<file path="src/rtl/inst_fetch.sv">
// ============================================================================
//  inst_fetch : credit-based instruction fetch with PC tag queue and decode FIFO
//  Rev 1.0
// ============================================================================
`default_nettype none

module inst_fetch #(
   parameter int DEPTH = 2
) (
   input  logic        clk,
   input  logic        rst,
   input  logic [31:0] pc_i,
   input  logic        pc_valid_i,
   output logic        pc_ready_o,
   input  logic        flush_i,
   output logic        imem_req_o,
   output logic [31:0] imem_addr_o,
   input  logic        imem_gnt_i,
   input  logic        imem_rvalid_i,
   input  logic [31:0] imem_rdata_i,
   output logic        id_valid_o,
   input  logic        id_ready_i,
   output logic [31:0] id_pc_o,
   output logic [31:0] id_inst_o
);

   localparam int PW = $clog2(DEPTH);
   localparam int CW = PW + 1;
   localparam logic [CW+1:0] C_DEPTH_W = (CW+2)'(DEPTH);
   localparam logic [PW-1:0] C_PTR_ONE = PW'(1);

   logic [CW-1:0] r_inflight;
   logic [CW-1:0] r_discard;
   logic [CW-1:0] r_count;
   logic [PW-1:0] r_tag_wr;
   logic [PW-1:0] r_tag_rd;
   logic [PW-1:0] r_fifo_wr;
   logic [PW-1:0] r_fifo_rd;
   logic [31:0]   r_tag   [DEPTH];
   logic [31:0]   r_fpc   [DEPTH];
   logic [31:0]   r_finst [DEPTH];

   logic [CW+1:0] w_occ;
   logic          w_credit;
   logic          w_req;
   logic          w_grant;
   logic          w_has_disc;
   logic          w_has_infl;
   logic          w_drop;
   logic          w_resp;
   logic          w_keep;
   logic          w_nonempty;
   logic          w_pop;

   // Credit uses start-of-cycle occupancy so a kept response always finds a free slot.
   assign w_occ      = {2'b00, r_inflight} + {2'b00, r_discard} + {2'b00, r_count};
   assign w_credit   = (w_occ < C_DEPTH_W);
   assign w_req      = pc_valid_i & w_credit & ~flush_i & ~rst;
   assign w_grant    = w_req & imem_gnt_i;

   assign w_has_disc = (r_discard != '0);
   assign w_has_infl = (r_inflight != '0);
   assign w_drop     = imem_rvalid_i & w_has_disc;
   assign w_resp     = imem_rvalid_i & (w_has_disc | w_has_infl);
   assign w_keep     = imem_rvalid_i & ~w_has_disc & w_has_infl & ~flush_i;

   assign w_nonempty = (r_count != '0);
   assign w_pop      = w_nonempty & id_ready_i & ~flush_i;

   assign imem_req_o  = w_req;
   assign imem_addr_o = pc_i;
   assign pc_ready_o  = w_grant;

   assign id_valid_o  = w_nonempty & ~rst;
   assign id_pc_o     = id_valid_o ? r_fpc[r_fifo_rd]   : 32'h0;
   assign id_inst_o   = id_valid_o ? r_finst[r_fifo_rd] : 32'h0;

   always_ff @(posedge clk) begin
      if (rst) begin
         r_inflight <= '0;
         r_discard  <= '0;
         r_count    <= '0;
         r_tag_wr   <= '0;
         r_tag_rd   <= '0;
         r_fifo_wr  <= '0;
         r_fifo_rd  <= '0;
      end else begin
         if (w_grant) begin
            r_tag_wr <= r_tag_wr + C_PTR_ONE;
         end
         // Every accounted response retires one tag, whether kept or dropped.
         if (w_resp) begin
            r_tag_rd <= r_tag_rd + C_PTR_ONE;
         end
         if (flush_i) begin
            r_inflight <= '0;
            r_discard  <= r_discard + r_inflight - CW'(w_resp);
            r_count    <= '0;
            r_fifo_wr  <= '0;
            r_fifo_rd  <= '0;
         end else begin
            r_inflight <= r_inflight + CW'(w_grant) - CW'(w_keep);
            r_discard  <= r_discard - CW'(w_drop);
            r_count    <= r_count + CW'(w_keep) - CW'(w_pop);
            if (w_keep) begin
               r_fifo_wr <= r_fifo_wr + C_PTR_ONE;
            end
            if (w_pop) begin
               r_fifo_rd <= r_fifo_rd + C_PTR_ONE;
            end
         end
      end
   end

   always_ff @(posedge clk) begin
      if (w_grant) begin
         r_tag[r_tag_wr] <= pc_i;
      end
      if (w_keep & ~rst) begin
         r_fpc[r_fifo_wr]   <= r_tag[r_tag_rd];
         r_finst[r_fifo_wr] <= imem_rdata_i;
      end
   end

endmodule

`default_nettype wire

</file>
<file path="config.mk">
export PLATFORM = sky130hd
export DESIGN_NAME = inst_fetch
export DESIGN_NICKNAME = d
export VERILOG_FILES = /design/src/rtl/inst_fetch.sv
export SDC_FILE = /design/constraint.sdc
export NUM_CORES = 1
export LEC_CHECK = 0
export BUFFER_PORTS_ARGS = -buffer_cell sky130_fd_sc_hd__buf_2
export CAP_MARGIN = 20
export CORE_MARGIN = 2
export CORE_UTILIZATION = 45
export CTS_CLUSTER_SIZE = 10
export DETAILED_ROUTE_END_ITERATION = 12
export PLACE_DENSITY = 0.68
export SYNTH_ARGS = -nofsm -noshare
export SYNTH_HDL_FRONTEND = slang
export SYNTH_SLANG_ARGS = --single-unit
</file>
<file path="constraint.sdc">
create_clock -name clk -period 8.5 [get_ports clk]
set_input_delay 0 -clock clk [delete_from_list [all_inputs] [get_ports clk]]
set_output_delay 0 -clock clk [all_outputs]
set_load 0.005 [all_outputs]
</file>
==> impl_metrics.tcl <==
set metrics [dict create \
    cts_resized 0 \
    synth_top_area_share_pct 71.0 \
    wire_per_inst_um 16.1 \
    dp_cells 842 \
    cp-start-kind "flop" \
    reg2reg_slack_ps 5380 \
    clock_path_buffers 3 \
    yosysTopAreaCell "edfxtp_1" \
    period_needed_ps 3120 \
    first_iter_violations 220 \
    grt_use_total_pct 15.9 \
    cap_violations 0 \
    insertion_delay_ps 500 \
    clock.fmax_mhz 320 \
    fin_util_pct 58.3 \
    drt-vias-per-instance 4.82 \
    max_stage_delay_ps 690 \
    drive_above_1_share_pct 33.2 \
    synth_top_cells_by_count "edfxtp_1 (192), nor2_1 (80), mux2i_1 (65)" \
    ctsHtreeMaxLevel 1 \
    dr.pass1.iters 6 \
    ir_worst_vdd_mv 0.153 \
    drcViolationCount 0 \
    rows 49 \
    cellPowerDensity_mw_per_mm2 207 \
    die_x_um 138 \
    synth_edf_count 192 \
    status "finished, final reports clean" \
    grt_pass1_vias 4762 \
    finalSetupViolations 0 \
    ys_seq_area_share_pct 74.0 \
    setup_tns_ps 0 \
    synth_area_sq_mm 0.00812 \
    final_cells 958 \
    place_area_sq_mm 0.00896 \
    rr_startpoint "r_inflight[1]" \
    yosys_register_bits 204 \
    reg2reg_depth 7 \
    diodes 0 \
    synth_cells 492 \
    crit_start "r_inflight[1]" \
    final_area_sq_mm 0.0104 \
    grt_overflow 0 \
    root_buffer "clkbuf_16" \
    critical_path.most_common_cell "inv_1" \
    gpl.final_weighted_congestion 0.795 \
    clock-sinks 204 \
    r2r-end "r_tag[1][24]" \
    whs_ps 43.8 \
    cp_max_fo 32 \
    antenna_found_initial 0 \
    cts_buffers 24 \
    critPathBufInv 2 \
    finalHoldViolations 0 \
    fin_crit_sh_pct 36.8 \
    fin_nets 793 \
    path_class "reg -> reg" \
    cp.depth 7 \
    ys_warn_count 0 \
    synthToLayoutAreaGrowth_pct 28.1 \
    worstMarginPinSlew_ps 946 \
    ant_nets 0 \
    yosysMostFrequentCell "edfxtp_1" \
    async_flop_share_pct 0 \
    maxSlewHeadroom_pct 36.8 \
    initial_utilization_pct 45.5 \
    synth_area_leaders "edfxtp_1 (71%), mux2i_1 (8.0%), mux2_2 (4.4%)" \
    vias 4614 \
    avgSynthCellArea_sq_um 16.5 \
    wirelength_um 15400 \
    rsz0062_at_grt "false" \
    grt_max_degree 65 \
    skew_ps 7.09 \
    critPathArrivalTime_ps 3250 \
    port_buffers 169 \
    synth_nets 574 \
    path_cells "inv_1 -> fa_1 -> inv_1 -> ha_1 -> nor3b_1 -> nor3b_4 -> and2_2" \
    dp_hpwl_um 9330 \
    min_path_type "in -> reg" \
    p_leak_nw 3.89 \
    maxSlewViolCount 0 \
    slowest_stage "and2_2" \
    synth_ff_type "edfxtp_1" \
    boundaryPins 170 \
    path_delay_family "simple AND/OR/NAND/NOR gates" \
    die-area_sq_mm 0.0191 \
    coreArea_sq_mm 0.0178 \
    crit_path_end_kind "flop" \
    cts_tree "done" \
    required_ps 8620 \
    fp.dieH_um 138 \
    crit_end "r_tag[1][24]" \
    grt_pass1_wl_um 24700 \
    yosys.cell_types.count 30 \
    clk_pin_slew_ps 60 \
]
[through the flow]
step | setup slack, ps | total power, mW
finish | 5380 | 2.15
floorplan | 2480 | 1.20
global route | 5160 | 2.23
detailed placement | 5350 | 1.23
CTS | 5330 | 2.17
global placement | 5440 | 1.23
[sequential cells by signal, indices dropped and copies added (netlist names), named ones only]
| signal | flops |
|---|---|
| r_inflight | 2 |
| r_fpc | 64 |
| r_fifo_rd | 1 |
| r_tag_wr | 1 |
| r_tag | 64 |
| r_fifo_wr | 1 |
| r_discard | 2 |
| r_finst | 64 |
| r_tag_rd | 1 |
| r_count | 2 |
[kinds of logic after synthesis]
logic type | after synthesis | share of synthesized area, %
flops | 204 | 74.0
mux | 97 | 12.4
simple gates | 94 | 4.88
buf+inv | 69 | 5.15
fa+ha+maj | 11 | 1.79
compound gates | 9 | 0.909
xor+xnor | 8 | 0.863
[how the worst min path moves through the flow]
stage	endpoint	start	cells past startpoint
2_1_floorplan	imem_addr_o[0]	pc_i[0]	1
4_1_cts	r_tag_wr	pc_valid_i	4
3_3_place_gp	imem_addr_o[6]	pc_i[6]	2
6_report	r_tag_wr	pc_valid_i	4
3_5_place_dp	r_finst[0][31]	imem_rdata_i[31]	1
5_1_grt	r_tag_wr	pc_valid_i	4
[per-layer routing]
layer	part of all wire (%)	up-vias	global-route usage [%]
met5	0	-	0
met4	2.2	0	4.46
met3	7.0	29	3.57
met2	48	175	27.5
met1	43	2207	20.4
li1	-	2203	-
[cell usage in the layout (no fill, tap or decap), types with 2 or more instances in the layout]
| cell | instances |
|---|---|
| xnor2_1 | 5 |
| nand2_1 | 4 |
| inv_1 | 16 |
| ha_1 | 10 |
| nor2_1 | 79 |
| clkbuf_1 | 18 |
| a21oi_1 | 2 |
| clkbuf_16 | 25 |
| and2_1 | 2 |
| buf_4 | 5 |
| dlygate4sd3_1 | 71 |
| buf_2 | 169 |
| mux2i_1 | 65 |
| dfxtp_1 | 10 |
| edfxtp_1 | 192 |
| mux2_2 | 32 |
| xor2_1 | 3 |
[cell type report]
cell class | count | area (sq um)
repair buffers | 246 | 1610
multi-input cells | 219 | 1720
well taps | 229 | 287
flip-flops and latches | 204 | 6010
fillers | 1359 | 7440
clock buffers | 44 | 707
inverters | 16 | 60.1
[tightest hold or removal path, delay by kind of cell]
family | cells | cell delay [ps]
AOI/OAI and AO/OA | 1 | 80
and+or+nand+nor | 2 | 290
buffers and inverters | 1 | 120
[power breakdown]
| group | switching, mW | total, mW | leakage [nW] | internal [mW] |
|---|---|---|---|---|
| Combinational | 0.0455 | 0.112 | 1.73 | 0.0669 |
| Clock | 0.363 | 0.917 | 0.337 | 0.554 |
| Sequential | 0.0132 | 1.12 | 1.83 | 1.11 |
[repair_timing]
item                      CTS  global route
hold endpoints to repair  138             0
buffers inserted            0             0
hold buffers               71             0
Power figures use the tool's default switching activity.
